## config.mk

```make
export PLATFORM = sky130hd
export DESIGN_NAME = traffic_light_monitor_flat
export DESIGN_NICKNAME = d
export VERILOG_FILES = /design/src/rtl/tlc_pkg.sv /design/src/rtl/traffic_light_monitor_if.sv /design/src/rtl/tlc_pattern_decoder.sv /design/src/rtl/traffic_light_monitor.sv /design/src/flat_wrapper.sv
export SDC_FILE = /design/constraint.sdc
export NUM_CORES = 1
export LEC_CHECK = 0
export BUFFER_PORTS_ARGS = -buffer_cell sky130_fd_sc_hd__clkbuf_2
export CAP_MARGIN = 20
export CORE_ASPECT_RATIO = 2
export CORE_MARGIN = 4
export CORE_UTILIZATION = 55
export DETAILED_ROUTE_END_ITERATION = 16
export PLACE_DENSITY = 0.91
export SETUP_SLACK_MARGIN = 0.2
export SLEW_MARGIN = 20
export SYNTH_ARGS = -nofsm -noshare
export SYNTH_HDL_FRONTEND = slang
export SYNTH_SLANG_ARGS = --single-unit
```

## constraint.sdc

```tcl
create_clock -name clk -period 2.89 [get_ports clk]
set_input_delay 0.289 -clock clk [delete_from_list [all_inputs] [get_ports clk]]
set_output_delay 0.289 -clock clk [all_outputs]
set_load 0.01 [all_outputs]
```

## src/rtl/tlc_pkg.sv

```systemverilog
// Shared definitions for the traffic light controller and its monitor.
// Contents:
//   - light codes GREEN/YELLOW/RED (one-hot, 3 bits per light)
//   - phase numbers S1..S6 (0..5)
//   - legal light patterns, packed as {M1, M2, MT, SR}
//   - default hold parameters T1..T4, shared with the controller
//   - monitor FSM state type and the phase successor function
package tlc_pkg;

  localparam logic [2:0] GREEN  = 3'b001;
  localparam logic [2:0] YELLOW = 3'b010;
  localparam logic [2:0] RED    = 3'b100;

  localparam logic [2:0] S1 = 3'd0;
  localparam logic [2:0] S2 = 3'd1;
  localparam logic [2:0] S3 = 3'd2;
  localparam logic [2:0] S4 = 3'd3;
  localparam logic [2:0] S5 = 3'd4;
  localparam logic [2:0] S6 = 3'd5;

  localparam logic [11:0] PAT_S1 = {GREEN,  GREEN,  RED,    RED};
  localparam logic [11:0] PAT_S2 = {GREEN,  YELLOW, RED,    RED};
  localparam logic [11:0] PAT_S3 = {GREEN,  RED,    GREEN,  RED};
  localparam logic [11:0] PAT_S4 = {YELLOW, RED,    YELLOW, RED};
  localparam logic [11:0] PAT_S5 = {RED,    RED,    RED,    GREEN};
  localparam logic [11:0] PAT_S6 = {RED,    RED,    RED,    YELLOW};

  // Hold parameters; a phase lasts T+1 samples. Valid range 0..30.
  localparam int unsigned T1_DEF = 7;
  localparam int unsigned T2_DEF = 5;
  localparam int unsigned T3_DEF = 2;
  localparam int unsigned T4_DEF = 3;

  typedef enum logic [0:0] {
    StUnlocked,
    StLocked
  } mon_state_e;

  // Legal successor of a phase; S6 wraps back to S1.
  function automatic logic [2:0] next_phase(input logic [2:0] p);
    return (p == S6) ? S1 : p + 3'd1;
  endfunction

endpackage

```

## src/rtl/traffic_light_monitor_if.sv

```systemverilog
// Light bus between the traffic light controller and anything watching it.
// Signals (3 bits each, one-hot light codes from tlc_pkg):
//   M1, M2  main road lights
//   MT      main road turn light
//   SR      side road light
// Modports:
//   master  the controller, drives the lights
//   slave   observers such as traffic_light_monitor
interface traffic_light_monitor_if;
  logic [2:0] M1;
  logic [2:0] M2;
  logic [2:0] MT;
  logic [2:0] SR;

  modport master (output M1, M2, MT, SR);
  modport slave  (input  M1, M2, MT, SR);
endinterface

```

## src/rtl/tlc_pattern_decoder.sv

```systemverilog
// Combinational decode of a light pattern into a controller phase.
// Ports:
//   M1, M2, MT, SR  in   light codes
//   legal           out  pattern is one of the six legal phase patterns
//   phase           out  decoded phase 0..5 (S1 when not legal)
module tlc_pattern_decoder
  import tlc_pkg::*;
(
  input  logic [2:0] M1,
  input  logic [2:0] M2,
  input  logic [2:0] MT,
  input  logic [2:0] SR,
  output logic       legal,
  output logic [2:0] phase
);

  always_comb begin
    legal = 1'b1;
    phase = S1;
    case ({M1, M2, MT, SR})
      PAT_S1:  phase = S1;
      PAT_S2:  phase = S2;
      PAT_S3:  phase = S3;
      PAT_S4:  phase = S4;
      PAT_S5:  phase = S5;
      PAT_S6:  phase = S6;
      default: legal = 1'b0;
    endcase
  end

endmodule

```

## src/rtl/traffic_light_monitor.sv

```systemverilog
// Passive checker for the traffic light controller outputs.
// Tracks the phase sequence and checks order, dwell time and pattern legality.
// Ports:
//   clk          in   rising-edge clock shared with the controller
//   rst          in   asynchronous active-low reset
//   lights       in   light bus (slave modport), sampled every clock edge
//   clr          in   synchronous clear of err_sticky
//   phase        out  last locked phase 0..5
//   locked       out  monitor is tracking a legal phase
//   err_illegal  out  pulse: sampled pattern is illegal
//   err_order    out  pulse: phase change to a non-successor phase
//   err_dwell    out  pulse: phase held too short (underrun) or too long (overrun)
//   err_sticky   out  sticky {dwell, order, illegal}
//   round_cnt    out  completed error-free S1..S6 rounds, wraps at 255
module traffic_light_monitor
  import tlc_pkg::*;
#(
  parameter int unsigned T1 = T1_DEF,
  parameter int unsigned T2 = T2_DEF,
  parameter int unsigned T3 = T3_DEF,
  parameter int unsigned T4 = T4_DEF
) (
  input  logic                    clk,
  input  logic                    rst,
  traffic_light_monitor_if.slave  lights,
  input  logic                    clr,
  output logic [2:0]              phase,
  output logic                    locked,
  output logic                    err_illegal,
  output logic                    err_order,
  output logic                    err_dwell,
  output logic [2:0]              err_sticky,
  output logic [7:0]              round_cnt
);

  localparam logic [4:0] DwellMax = 5'd31;

  // Expected number of samples for a phase.
  function automatic logic [4:0] exp_dwell(input logic [2:0] p);
    case (p)
      S1:      return 5'(T1 + 32'd1);
      S3:      return 5'(T3 + 32'd1);
      S5:      return 5'(T4 + 32'd1);
      default: return 5'(T2 + 32'd1);
    endcase
  endfunction

  logic       dec_legal;
  logic [2:0] dec_phase;

  tlc_pattern_decoder u_decoder (
    .M1    (lights.M1),
    .M2    (lights.M2),
    .MT    (lights.MT),
    .SR    (lights.SR),
    .legal (dec_legal),
    .phase (dec_phase)
  );

  mon_state_e state_q, state_d;
  logic [2:0] phase_q, phase_d;
  logic [4:0] dwell_q, dwell_d;
  logic       partial_q, partial_d;   // current phase entered mid-way, dwell unchecked
  logic       overrun_q, overrun_d;   // overrun already reported for this occupancy
  logic       clean_q, clean_d;       // round in progress is still countable
  logic       ill_q, ill_d;
  logic       ord_q, ord_d;
  logic       dwl_q, dwl_d;
  logic [2:0] sticky_q, sticky_d;
  logic [7:0] round_q, round_d;

  logic [4:0] exp_cur;
  logic [4:0] dwell_inc;

  assign exp_cur   = exp_dwell(phase_q);
  assign dwell_inc = (dwell_q == DwellMax) ? DwellMax : dwell_q + 5'd1;

  always_comb begin
    state_d   = state_q;
    phase_d   = phase_q;
    dwell_d   = dwell_q;
    partial_d = partial_q;
    overrun_d = overrun_q;
    clean_d   = clean_q;
    round_d   = round_q;
    ill_d     = 1'b0;
    ord_d     = 1'b0;
    dwl_d     = 1'b0;

    unique case (state_q)
      StUnlocked: begin
        if (dec_legal) begin
          state_d   = StLocked;
          phase_d   = dec_phase;
          dwell_d   = 5'd1;
          partial_d = 1'b1;
          overrun_d = 1'b0;
          clean_d   = 1'b0;
        end else begin
          ill_d = 1'b1;
        end
      end

      StLocked: begin
        if (!dec_legal) begin
          ill_d   = 1'b1;
          state_d = StUnlocked;
          clean_d = 1'b0;
        end else if (dec_phase == phase_q) begin
          dwell_d = dwell_inc;
          // Compare in 6 bits so T=30 (expected 31) never reports an overrun.
          if (!overrun_q && ({1'b0, dwell_inc} == ({1'b0, exp_cur} + 6'd1))) begin
            dwl_d     = 1'b1;
            overrun_d = 1'b1;
            clean_d   = 1'b0;
          end
        end else begin
          if (dec_phase != next_phase(phase_q)) begin
            ord_d     = 1'b1;
            partial_d = 1'b1;
            clean_d   = 1'b0;
          end else begin
            partial_d = 1'b0;
            if (!partial_q && !overrun_q && (dwell_q < exp_cur)) begin
              dwl_d = 1'b1;
            end
            if (phase_q == S6) begin
              // Closing S6 ends the round; the new S1 opens a fresh one.
              if (clean_q && !partial_q && !dwl_d) begin
                round_d = round_q + 8'd1;
              end
              clean_d = 1'b1;
            end else if (dwl_d) begin
              clean_d = 1'b0;
            end
          end
          phase_d   = dec_phase;
          dwell_d   = 5'd1;
          overrun_d = 1'b0;
        end
      end

      default: state_d = StUnlocked;
    endcase

    // A pulse keeps its flag set against clr both on the edge that raises it
    // and on the edge that ends the cycle in which it is visible.
    sticky_d = (clr ? 3'b000 : sticky_q) | {dwl_d, ord_d, ill_d} | {dwl_q, ord_q, ill_q};
  end

  always_ff @(posedge clk or negedge rst) begin
    if (!rst) begin
      state_q   <= StUnlocked;
      phase_q   <= S1;
      dwell_q   <= 5'd0;
      partial_q <= 1'b0;
      overrun_q <= 1'b0;
      clean_q   <= 1'b0;
      ill_q     <= 1'b0;
      ord_q     <= 1'b0;
      dwl_q     <= 1'b0;
      sticky_q  <= 3'b000;
      round_q   <= 8'd0;
    end else begin
      state_q   <= state_d;
      phase_q   <= phase_d;
      dwell_q   <= dwell_d;
      partial_q <= partial_d;
      overrun_q <= overrun_d;
      clean_q   <= clean_d;
      ill_q     <= ill_d;
      ord_q     <= ord_d;
      dwl_q     <= dwl_d;
      sticky_q  <= sticky_d;
      round_q   <= round_d;
    end
  end

  assign phase       = phase_q;
  assign locked      = (state_q == StLocked);
  assign err_illegal = ill_q;
  assign err_order   = ord_q;
  assign err_dwell   = dwl_q;
  assign err_sticky  = sticky_q;
  assign round_cnt   = round_q;

endmodule
```

## src/flat_wrapper.sv

```systemverilog
// flat-port wrapper written by rule: the top's interface ports become plain ports
module traffic_light_monitor_flat import tlc_pkg::*;
#(
  parameter int unsigned T1 = T1_DEF,
  parameter int unsigned T2 = T2_DEF,
  parameter int unsigned T3 = T3_DEF,
  parameter int unsigned T4 = T4_DEF
)
  (clk, rst, clr, phase, locked, err_illegal, err_order, err_dwell, err_sticky, round_cnt, lights_M1, lights_M2, lights_MT, lights_SR);
  traffic_light_monitor_if lights_i ();
  input  logic clk;
  input  logic rst;
  input  logic clr;
  output logic [2:0] phase;
  output logic locked;
  output logic err_illegal;
  output logic err_order;
  output logic err_dwell;
  output logic [2:0] err_sticky;
  output logic [7:0] round_cnt;
  input wire logic [$bits(lights_i.M1)-1:0] lights_M1;
  input wire logic [$bits(lights_i.M2)-1:0] lights_M2;
  input wire logic [$bits(lights_i.MT)-1:0] lights_MT;
  input wire logic [$bits(lights_i.SR)-1:0] lights_SR;
  assign lights_i.M1 = lights_M1;
  assign lights_i.M2 = lights_M2;
  assign lights_i.MT = lights_MT;
  assign lights_i.SR = lights_SR;
  traffic_light_monitor #(.T1(T1), .T2(T2), .T3(T3), .T4(T4)) u_core (.clk(clk), .rst(rst), .lights(lights_i), .clr(clr), .phase(phase), .locked(locked), .err_illegal(err_illegal), .err_order(err_order), .err_dwell(err_dwell), .err_sticky(err_sticky), .round_cnt(round_cnt));
endmodule
```

* Word-level counts from Yosys, hierarchy flattened
Index checks and enable logic that the tools add are counted.
** Storage, ports and cells
- Input bits :: 15
- Register bits after elaboration :: 26
** Cells by class
- $add $sub $neg :: 4
- Reductions and logical operators :: 15
- Mux-type cells :: 46
- Eq/ne operators :: 19
- Bitwise operators :: 5
- Order comparisons :: 1
** Operator list (count)
- $eq A12 B10 Y1 const B :: 3
- $mux W1 :: 30
- $eq A12 B12 Y1 const B :: 2
- $mux W5 :: 4
- $mux W3 :: 5
- $pmux W3 S5 :: 1
- $eq A12 B11 Y1 const B :: 1
- $pmux W4 S3 :: 1
- $pmux W5 S2 :: 1
- $reduce_and A3 Y1 :: 3
- $add A8 B1 Y8 const B :: 1
- $eq A3 B3 Y1 const B :: 2
- $eq A5 B6 Y1 :: 1
- $ne A6 B6 Y1 const B :: 1
- $or A3 B3 Y3 :: 2
- $pmux W1 S2 :: 3
- $pmux W3 S2 :: 1
- $reduce_and A6 Y1 :: 1
- $reduce_or A6 Y1 :: 1
- $add A4 B1 Y5 const B :: 1
- $add A5 B1 Y5 const B :: 1
- $eq A5 B5 Y1 const B :: 1
- $logic_and A1 B1 Y1 :: 5
- $lt A5 B4 Y1 :: 1
- other kinds (12) :: 17

* Longest topological paths before layout
Gate-level depths: netlist of run 1.
- Depth in word-level cells :: 15
- Mapped depth :: 11

* Cells and area by module
Synthesis of run 1 repeated with hierarchy kept, for this count alone.
** Second synthesis, totals
- Cells, all modules :: 173
- Area total of the unflattened synthesis :: 1711.6 um^2
** Modules (own cells, without submodules)
- traffic_light_monitor :: instances 1, area an instance 1555.2 um^2, cells an instance 150, seq. area each 650.6 um^2
- tlc_pattern_decoder :: instances 1, area an instance 156.4 um^2, cells an instance 23, seq. area each 0.0 um^2

* Worst setup path after synthesis of run 1
OpenSTA, ideal clock, no wires.
- Path kind :: reg2reg
- From :: register u_core.phase_q[1], in the netlist u_core.phase[1]
- To :: register u_core.round_q[1], in the netlist u_core.round_cnt[1]
- Library setup time :: 0.125 ns
- Cell stages (with the launch flop) :: 12
- Buffers on the path :: 2
- Arrival time :: 2.468 ns
- Slack :: 0.297 ns
- Path through :: dfrtp_1 > clkbuf_1 > nor3_1 > inv_1 > ha_1 > nand2_1 > nor2_1 > a211oi_2 > or4_1 > buf_6 > nor3_4 > mux2_4
** On the way
- Cells in the longest elaborated chain, start to end :: 12
** Ends and longest elaborated chain
- from (decl) :: RTL line traffic_light_monitor.sv:61 : logic [2:0] phase_q, phase_d;
- from (signal assigned) :: RTL line traffic_light_monitor.sv:166 : phase_q <= phase_d;
- $eq A3 B3 Y1 (tied with other cells) :: RTL line traffic_light_monitor.sv:40 : case (p)
- $pmux W4 S3 :: RTL line traffic_light_monitor.sv:40
- $lt A5 B4 Y1 :: RTL line traffic_light_monitor.sv:124 : if (!partial_q && !overrun_q && (dwell_q < exp_cur)) begin
- $logic_and A1 B1 Y1 :: RTL line traffic_light_monitor.sv:124
- $mux W1 :: RTL line traffic_light_monitor.sv:124
- $mux W1 :: RTL line traffic_light_monitor.sv:118 : if (dec_phase != next_phase(phase_q)) begin
- $mux W1 :: RTL line traffic_light_monitor.sv:109 : end else if (dec_phase == phase_q) begin
- $mux W1 :: RTL line traffic_light_monitor.sv:105 : if (!dec_legal) begin
- $mux W1 :: RTL line traffic_light_monitor.sv:90 : unique case (state_q)
- $logic_not A1 Y1 :: RTL line traffic_light_monitor.sv:129 : if (clean_q && !partial_q && !dwl_d) begin
- $logic_and A1 B1 Y1 :: RTL line traffic_light_monitor.sv:129
- $reduce_and A6 Y1 (no source line) *
- to (signal assigned) :: RTL line traffic_light_monitor.sv:175 : round_q <= round_d;
- to (decl) :: RTL line traffic_light_monitor.sv:70 : logic [7:0] round_q, round_d;
Every way passes the cells marked *; elsewhere a longest branch is shown, timed or not. The select of a mux whose other input is x is not followed.
A chain may end at the register's enable or synchronous reset.

* Final worst setup path of run 1
- From :: register u_core.phase_q[2], in the netlist u_core.phase[2]
- To :: register u_core.round_q[1], in the netlist u_core.round_cnt[1]
The elaborated chain is that of the path after synthesis.

==> summary.txt, run 1 <==
Synthesis
  • Post-synth top area cell: dfrtp_1
  • Largest family of logic cells by synthesized area: simple AND/OR/NAND/NOR gates
  • Ys Warns: 0
  • Most frequent cells after synthesis: 26 x dfrtp_1, 16 x nand2_1, 13 x a21oi_1
  • Count of cell types in the netlist: between 50 and 60
  • Synthesized area: 1700 um^2
  • Most numerous cell in the Yosys netlist: dfrtp_1
  • Multiplexer share of the synthesized area: about 1.5%
  • Adder-cell share of the synthesized area: approximately 3.7%
  • Simple-gate area share of the yosys netlist: between 20% and 30%
  • Post-synthesis average cell area: 9.72 um^2
  • Top FF cell, synth: dfrtp_1
  • Synth Area in XOR/XNOR: about 5.7%
  • Synth top area cells: dfrtp_1 38%, xor2_1 4.6%, a21oi_1 3.8%
  • Cells after Synth: 175
  • Post-synth ARST share: 100%
  • Synth Net Count: roughly 200
  • Yosys top cell area share: between 30% and 40%
  • Synth Register Bits: 26
  • Compound-Gate Fraction of Synth Area: between 10% and 20%
  • EDFF count, synth: 0
  • Register area share after synthesis: approximately two fifths

Timing
  • Max-slew violations: 0
  • Worst slew margin: 58.6%
  • Actual slew at the worst max-slew pin: 0.621 ns
  • Clk_skew: 0.00349 ns
  • Hold Vio Cnt, Final: 0
  • RSZ-0062 raised after global routing: false
  • Final cycle utilization of the critical path: ~87%
  • F_max: roughly 0.40 GHz
  • Fin crit period: about 2.5 ns
  • Sum Neg Setup Slack: 0 ns
  • Setup Viol. Count Final: 0

Placed design
  • Dpl hpwl: roughly 3.3 mm
  • Final Wtd Congestion: slightly above 0.9
  • PortBufs: 32

Global route
  • Grt total ovfl: 0
  • Global Route Usage Sum: between 20% and 30%
  • M3 GR Usage: 1.46%
  • Met2 Track Usage GR: a little over 40%
  • Largest net degree at the start of global routing: 27
  • Most Crowded Layer GR: met2
  • Global-route wire length before repair: 6.64 mm
  • Met1 usage: between 20% and 30%
  • Vias in the first global route: between 1k and 1.5k
  • Initial antenna violation count: 0

Routing
  • DR pass1 iterations: 4
  • DR vias: about 1.5k
  • DR iter-0 viols: 56
  • Final wirelength: slightly above 4 mm
  • Routed len/inst: 16.8 um
  • Via-to-Cell Ratio: ~6.4
  • Routed Antenna Nets: 0
  • Remaining DRCs: 0

Setup path
  • Kind of start point of the critical path: flip-flop
  • CP max-delay cell: or4_4
  • Path type of the worst setup path: flip-flop to flip-flop
  • R2R depth: 9
  • Worst EP arrival: between 2 and 3 ns
  • Critical path's largest stage delay: roughly 0.58 ns
  • Setup crit end kind: flip-flop
  • Critical Path, Cell by Cell: nor3_1 -> inv_1 -> ha_1 -> nand2_1 -> nor2_1 -> a211oi_2 -> or4_4 -> nor3_4 -> mux2_4
  • Max FO, Critical Path: 7
  • Reg2Reg Setup Slack: between 0.3 and 0.4 ns
  • CP Data Required Time: between 3 and 4 ns

Finish
  • Diode count: 0
  • Share of layout cells above drive strength 1: 29.5%
  • # nets final: between 200 and 250
  • P&R area growth vs syn: 16.1%

Clock network
  • Clock sinks: 26
  • TritonCTS buffer count: 3
  • Skew-Pair Late Insertion Delay: 0.28 ns
  • CTS tree: built
  • Cts hold-fix bufs: 0
  • Worst-path clk slew: 0.09 ns
  • Root Buffer: clkbuf_8
  • H-Tree Depth: 1
  • Clk buf depth: 2

Die
  • Initial Util: between 50% and 60%
  • Core ar.: between 2000 and 3000 um^2
  • Row Count: 28
  • I/O pin count: 33
  • Die extent in y: roughly 87 um
  • Die Area: approximately 4100 um^2
  • Chip Width: around 47 um

Power and ir drop
  • PnR Total Power: ~0.00078 W
  • P_leak: approximately 0.95 nW
  • VDD IR-drop max: 0.256 mV
  • Power Dens Cells: just under 400 nW/um^2

Status
  • Status: completed

Job
  • Maxcap violations: 0

Min path
  • HP Class: input pin to asynchronous set/reset pin
placed cells by master, fill, tap and decap left out, types with 2 or more instances in the layout:
cell type / netlist / routed
nor4b_2: 3 / 3
o21a_1: 4 / 4
nor3_1: 6 / 6
clkbuf_8: 0 / 3
and3_1: 3 / 3
nor2_1: 8 / 8
xnor2_1: 2 / 2
o21ai_0: 4 / 4
o211ai_1: 3 / 3
and4bb_1: 2 / 2
o21ai_1: 2 / 2
buf_4: 0 / 6
and2_1: 2 / 2
nand2b_1: 2 / 2
nand3_1: 9 / 9
nand3b_1: 2 / 2
dfrtp_1: 26 / 26
a21oi_1: 13 / 13
ha_1: 5 / 5
xor2_1: 9 / 9
inv_1: 7 / 7
clkbuf_2: 1 / 32
nor4b_1: 2 / 2
nand2_1: 16 / 16
nand4_1: 4 / 4
nor4bb_1: 2 / 2
o31ai_1: 2 / 2
nor4_2: 4 / 4
or3_1: 2 / 2
a211oi_2: 2 / 2
metal layers:
layer  part of all wire (%)  wire (um)  vias up
li1                       -          -      726
met3                    5.0        203       18
met4                    4.5        182        0
met2                     58       2340       72
met5                      0          0        -
met1                     32       1300      720
repair_timing:
| action | 4_1_cts | 5_1_grt |
|---|---|---|
| endpoints found under the setup margin | 1 | 0 |
| hold endpoints to repair | 0 | 0 |
| gates resized for setup | 1 | 0 |
| setup buffers | 0 | 0 |
worst max-delay path, delay by kind of cell, from the launching register on:
family,cells,cell delay (ns)
AOI/OAI and AO/OA,1,0.08
adders and majority gates,1,0.31
buffers and inverters,1,0.07
DFF,1,0.39
muxes,1,0.32
and+or+nand+nor,5,1.24
layout make-up:
type,instances,area (um^2)
repair buffers,38,205
well taps,30,37.5
clock buffers,3,41.3
multi-input cells,134,981
clock inverters,1,30.0
inverters,8,30.0
fillers,242,1000
flip-flops and latches,26,651
through the flow:
step,cells,hold WS [ns],util [%],cell area (um^2),setup slack (ns)
2_1_floorplan,175,-0.00659,-,1700,0.297
5_1_grt,240,0.0674,66.3,1980,0.217
3_5_place_dp,236,0.335,63.8,1900,0.218
4_1_cts,240,0.0317,66.3,1980,0.362
3_3_place_gp,236,0.325,63.8,1900,0.315
6_report,240,0.00534,66.3,1980,0.368
worst paths after layout:
kind	from	endpoint
setup / recovery	u_core.phase[2]	u_core.round_cnt[1]
hold / removal	rst	u_core.err_dwell
setup reg to reg	u_core.phase[2]	u_core.round_cnt[1]
hold reg to reg	u_core.err_order	u_core.err_sticky[1]
max in group asynchronous	rst	u_core.phase[2]
min in group clk	clr	u_core.err_sticky[1]
logic make-up after synthesis:
| family | after synthesis |
|---|---|
| and+or+nand+nor | 76 |
| AOI/OAI and AO/OA | 40 |
| DFF | 26 |
| buffers and inverters | 15 |
| xor gates and xnor gates | 11 |
| adders and majority gates | 5 |
| muxes | 2 |
flip-flops by register name (all words and copies together) (netlist names):
register	count
u_core.clean_q	1
u_core.err_sticky	3
u_core.phase	3
u_core.overrun_q	1
u_core.partial_q	1
u_core.locked	1
u_core.dwell_q	5
u_core.err_order	1
u_core.err_dwell	1
u_core.err_illegal	1
u_core.round_cnt	8
report_power, final:
part | switching (W) | internal, W
combinational | 0.0000577 | 0.0000400
sequential | 0.00000353 | 0.000368
clock | 0.000120 | 0.000186
Power figures use the tool's default switching activity.
==> run 2: changes to the inputs <==
CELL_PAD_IN_SITES_DETAIL_PLACEMENT = 1   (was not set)
CELL_PAD_IN_SITES_GLOBAL_PLACEMENT = 1   (was not set)
CORE_UTILIZATION = 42   (was 55)
==> run 2 against run 1 <==
  * Design area rose by 1.7%
  * Worst setup slack worse by 0.038 ns
  * Clock power hardly changed
  * Critical path depth stayed put
  * First-iteration DRC count shrank 39%
  * Utilization shrank 15 points
  * Largest power group unchanged
  * Register-to-register slack worse by 0.04 ns
  * Global-route usage decreased by 1.7 points
==> summary.txt, run 2 (synthesized netlist as in run 1, its figures left out) <==
Status
  • Status: completed

Setup path
  • Setup crit end kind: flip-flop
  • Worst EP arrival: 2.73 ns (+0.04 ns)
  • CP Data Required Time: 3.06 ns (about the same)
  • Path type of the worst setup path: flip-flop to flip-flop
  • R2R depth: 9 (unchanged)
  • Kind of start point of the critical path: flip-flop
  • Max FO, Critical Path: 7 (unchanged)

Timing
  • Hold Vio Cnt, Final: 0 (unchanged)
  • Final cycle utilization of the critical path: 88.6% (+1.3 points)
  • Setup Viol. Count Final: 0 (unchanged)
  • Sum Neg Setup Slack: 0 ns (unchanged)
  • Fin crit period: 2.56 ns (+0.0384 ns)
  • Max-slew violations: 0 (unchanged)
  • RSZ-0062 raised after global routing: false
  • F_max: 0.390 GHz (-1.5%)
  • Clk_skew: 0.00430 ns (+0.000812 ns)
  • Actual slew at the worst max-slew pin: 0.653 ns (+0.0327 ns)
  • Worst slew margin: 56.4% (-2.2 points)
  • Worst setup margin: 0.329 ns (-0.0384 ns)

Finish
  • P&R area growth vs syn: 18.1%
  • # nets final: 232 (+0.43%)
  • Diode count: 0 (unchanged)
  • Fin util: 51.7% (-15 points)
  • Flip-flop count of the largest register after layout: 8 (unchanged)
  • Most frequent cells in the layout: 32 x clkbuf_2, 26 x dfrtp_1, 16 x nand2_1
  • Cell Count, Final, Fillers Out: 262 (+9.2%)
  • Commonest non-fill, non-tap cell in the layout: clkbuf_2
  • Finished Cell Area: 2010 um^2 (+1.7%)
  • Share of layout cells above drive strength 1: 29.9% (+0.33 points)
  • Fillers: 479 (+98%)

Clock network
  • Cts hold-fix bufs: 0 (unchanged)
  • H-Tree Depth: 1 (unchanged)
  • Clock sinks: 26 (unchanged)
  • Clk buf depth: 2 (unchanged)
  • TritonCTS buffer count: 3 (unchanged)
  • CTS resizes: 1 (unchanged)
  • Buffer count from post-CTS setup fixing: 0 (unchanged)
  • Worst-path clk slew: 0.09 ns (about the same)
  • Root Buffer: clkbuf_8
  • CTS tree: built
  • Skew-Pair Late Insertion Delay: 0.28 ns (about the same)

Die
  • Initial Util: 43.8% (-13 points)
  • Die extent in y: 98.0 um (+13%)
  • Chip Width: 53.0 um (+12%)
  • Core ar.: 3880 um^2 (+30%)
  • Die Area: 5200 um^2 (+27%)
  • I/O pin count: 33 (unchanged)
  • Row Count: 32 (+14%)

Placed design
  • Final Wtd Congestion: 0.837 (-7.7%)
  • Setup WS pre-CTS: 0.209 ns (-0.00884 ns)
  • PortBufs: 32 (unchanged)
  • Placed Cells: 258 (+9.3%)
  • Dpl cell area: 1930 um^2 (+1.8%)
  • Dpl hpwl: 3.92 mm (+20%)

Global route
  • Vias in the first global route: 1,639 (+9.9%)
  • Global Route Usage Sum: 20.2% (-1.7 points)
  • Global-route wire length before repair: 7.88 mm (+19%)
  • Grt total ovfl: 0 (unchanged)
  • Largest net degree at the start of global routing: 27 (unchanged)
  • Initial antenna violation count: 0 (unchanged)

Routing
  • Remaining DRCs: 0 (unchanged)
  • Via-to-Cell Ratio: 5.94 (-7.2%)
  • Final wirelength: 4.79 mm (+19%)
  • Routed Antenna Nets: 0 (unchanged)
  • Routed len/inst: 18.3 um (+8.8%)
  • DR vias: 1,556 (+1.3%)
  • DR pass1 iterations: 4 (unchanged)
  • DR iter-0 viols: 34 (-39%)

Min path
  • HP Class: input pin to asynchronous set/reset pin

Power and ir drop
  • VDD IR-drop max: 0.213 mV (-17%)
  • P_leak: 0.953 nW (+0.58%)
  • Power Dens Cells: 388 nW/um^2 (-1.1%)

Job
  • Maxcap violations: 0 (unchanged)
-- run 2: cell types whose count changed in the layout (fill, tap and decap cells not counted) --
cell,change
buf_4,+1
-- run 2: metal layers --
layer	vias to the layer above	part of all wire [%]	GRT usage (%)	wire (um)
li1	719	-	-	-
met1	784	33	18.6	1590
met2	41	61	40.9	2920
met3	12	2.7	1.37	130
met4	0	3.0	8.86	142
met5	-	0	0	0
-- run 2: area by class of cell --
class,instances,area [um^2],area share (%)
repair buffers,39,213,10.6
clock buffers,3,41.3,2.05
flip-flops and latches,26,651,32.4
multi-input cells,134,981,48.8
inverters,8,30.0,1.49
well taps,51,63.8,3.18
clock inverters,1,30.0,1.49
-- run 2: worst paths after layout --
path / from / to / slack, ns
worst max-delay path: u_core.phase[2] / u_core.round_cnt[1] / 0.33
worst min-delay path: rst / u_core.err_order / 0.02
worst max register to register: u_core.phase[2] / u_core.round_cnt[1] / 0.33
worst min register to register: u_core.round_cnt[7] / u_core.round_cnt[7] / 0.48
max in group asynchronous: rst / u_core.phase[0] / 2.45
min in group clk: clr / u_core.err_sticky[0] / 0.34
-- run 2: report_power, final --
group	switching [W]	internal, W
registers	0.00000431	0.000368
logic	0.0000608	0.0000402
clock network	0.000121	0.000186
total	0.000186	0.000594
-- run 2: through the flow --
stage          hold slack (ns)  power, W
6_report                0.0194  0.000780
5_1_grt                 0.0701  0.000808
4_1_cts                 0.0422  0.000781
3_5_place_dp             0.339  0.000479
3_3_place_gp             0.333  0.000475
2_1_floorplan         -0.00659  0.000438
-- run 2: critical path, stage by stage (launching register included) --
cell and delay (ns):
dfrtp_1 0.39, nor3_1 0.29, inv_1 0.09, ha_1 0.33, nand2_1 0.06, nor2_1 0.13, a211oi_2 0.08, or4_4 0.57
nor3_4 0.19, mux2_4 0.32
==> run 3: changes to the inputs <==
==> constraint.sdc (replaced) <==
create_clock -name clk -period 2.89 [get_ports clk]
set_input_delay 0.1445 -clock clk [delete_from_list [all_inputs] [get_ports clk]]
set_output_delay 0.1445 -clock clk [all_outputs]
set_load 0.01 [all_outputs]
==> run 3 against run 2 <==
  * Clock power barely moved
  * First-iteration DRC count fell by 5.9%
  * Count of clock-buffer cells in the layout did not move
  * Utilization increased by 0.26 points
  * Die area unchanged
==> summary.txt, run 3 (synthesized netlist as in run 1, its figures left out) <==
Timing
  • WHS: 0.191 ns (+0.171 ns)
  • Sum Neg Setup Slack: 0 ns (unchanged)
  • F_max: 0.390 GHz (unchanged)
  • Max-slew violations: 0 (unchanged)
  • Worst slew margin: 56.7% (+0.28 points)
  • Hold Vio Cnt, Final: 0 (unchanged)
  • Final cycle utilization of the critical path: 88.6% (about the same)
  • Worst setup margin: 0.329 ns (-0.00000100 ns)
  • Setup Viol. Count Final: 0 (unchanged)
  • Clk_skew: 0.00415 ns (-0.000150 ns)
  • RSZ-0062 raised after global routing: false
  • Actual slew at the worst max-slew pin: 0.649 ns (-0.00425 ns)
  • Fin crit period: 2.56 ns (+0.00000100 ns)

Clock network
  • Clock sinks: 26 (unchanged)
  • TritonCTS buffer count: 3 (unchanged)
  • Clk buf depth: 2 (unchanged)
  • CTS tree: built
  • Root Buffer: clkbuf_8
  • H-Tree Depth: 1 (unchanged)
  • Skew-Pair Late Insertion Delay: 0.28 ns (about the same)
  • Worst-path clk slew: 0.09 ns (about the same)

Finish
  • P&R area growth vs syn: 18.7%
  • Share of layout cells above drive strength 1: 29.7% (-0.14 points)
  • Diode count: 0 (unchanged)
  • Commonest non-fill, non-tap cell in the layout: clkbuf_2
  • Most frequent cells in the layout: 32 x clkbuf_2, 26 x dfrtp_1, 16 x nand2_1
  • # nets final: 233 (+0.43%)
  • Flip-flop count of the largest register after layout: 8 (unchanged)
  • Fin util: 52.0% (+0.26 points)
  • Fillers: 478 (-0.21%)

Setup path
  • Max FO, Critical Path: 7 (unchanged)
  • Reg2Reg Setup Slack: 0.33 ns (about the same)
  • Setup crit end kind: flip-flop
  • Path type of the worst setup path: flip-flop to flip-flop
  • Worst EP arrival: 2.73 ns (about the same)
  • Kind of start point of the critical path: flip-flop
  • CP Data Required Time: 3.06 ns (about the same)

Routing
  • Routed len/inst: 18.3 um (about the same)
  • DR vias: 1,557 (+0.064%)
  • Via-to-Cell Ratio: 5.92 (-0.32%)
  • Final wirelength: 4.80 mm (+0.33%)
  • DR iter-0 viols: 32 (-5.9%)
  • DR pass1 iterations: 4 (unchanged)
  • Routed Antenna Nets: 0 (unchanged)
  • Remaining DRCs: 0 (unchanged)

Global route
  • Initial antenna violation count: 0 (unchanged)
  • Largest net degree at the start of global routing: 27 (unchanged)
  • Global Route Usage Sum: 20.2% (unchanged)
  • Grt total ovfl: 0 (unchanged)
  • Global-route wire length before repair: 7.88 mm (unchanged)
  • Vias in the first global route: 1,639 (unchanged)

Power and ir drop
  • Power Dens Cells: 387 nW/um^2 (-0.37%)
  • VDD IR-drop max: 0.213 mV (about the same)
  • PnR Total Power: 0.000781 W (+0.13%)
  • P_leak: 0.957 nW (+0.44%)

Die
  • I/O pin count: 33 (unchanged)
  • Core ar.: 3880 um^2 (unchanged)
  • Row Count: 32 (unchanged)
  • Die extent in y: 98.0 um (unchanged)
  • Initial Util: 43.8% (unchanged)
  • Chip Width: 53.0 um (unchanged)
  • Die Area: 5200 um^2 (unchanged)

Placed design
  • Setup WS pre-CTS: 0.209 ns (unchanged)
  • Final Wtd Congestion: 0.837 (unchanged)
  • Dpl hpwl: 3.92 mm (unchanged)
  • PortBufs: 32 (unchanged)

Min path
  • HP Class: input pin to flip-flop

Status
  • Status: completed

Job
  • Maxcap violations: 0 (unchanged)
==> run 3: cell types whose count changed in the layout (fill, tap and decap cells not counted) <==
cell           previous run  this run
dlygate4sd3_1             0         1
==> run 3: metrics by stage <==
stage / instances / instance area (um^2)
floorplan: 175 / 1700
global placement: 258 / 1930
detailed placement: 258 / 1930
CTS: 263 / 2020
global route: 263 / 2020
finish: 263 / 2020
==> run 3: metal layers <==
metal / share of wire [%] / global-route usage, %
met5: 0 / 0
met4: 3.0 / 8.86
met3: 2.7 / 1.37
met2: 61 / 40.9
met1: 33 / 18.6
==> run 3: worst paths after layout <==
check                                    startpoint                   end  depth (start not counted)
max in group asynchronous                       rst       u_core.phase[0]                          2
worst max-delay path                u_core.phase[2]   u_core.round_cnt[1]                          9
min in group asynchronous                       rst  u_core.err_sticky[2]                          2
worst max register to register      u_core.phase[2]   u_core.round_cnt[1]                          9
worst min register to register  u_core.round_cnt[7]   u_core.round_cnt[7]                          1
worst min-delay path                            clr  u_core.err_sticky[0]                          4
==> run 3: cell type report <==
class | instances | area (um^2) | share of cell area (%)
sequential | 26 | 651 | 32.2
timing repair buffer | 40 | 223 | 11.0
tap | 51 | 63.8 | 3.16
inverter | 8 | 30.0 | 1.49
multi-input combinational | 134 | 981 | 48.6
clock buffer | 3 | 41.3 | 2.04
clock inverter | 1 | 30.0 | 1.49
==> run 3: where the power goes <==
group          switching (W)  internal [W]
Clock               0.000121      0.000186
Combinational      0.0000610     0.0000411
Sequential        0.00000432      0.000368
Total               0.000187      0.000595
==> run 3: critical path, stage by stage (launching register included) <==
cell	delay [ns]
dfrtp_1	0.39
nor3_1	0.29
inv_1	0.09
ha_1	0.33
nand2_1	0.06
nor2_1	0.13
a211oi_2	0.08
or4_4	0.57
nor3_4	0.19
mux2_4	0.32
==> run 3: repair_timing <==
action / CTS / global route
setup buffers: 0 / 0
setup endpoints to repair: 1 / 0
gates resized for setup: 1 / 0
endpoints found under the hold margin: 26 / 0
hold buffers: 1 / 0
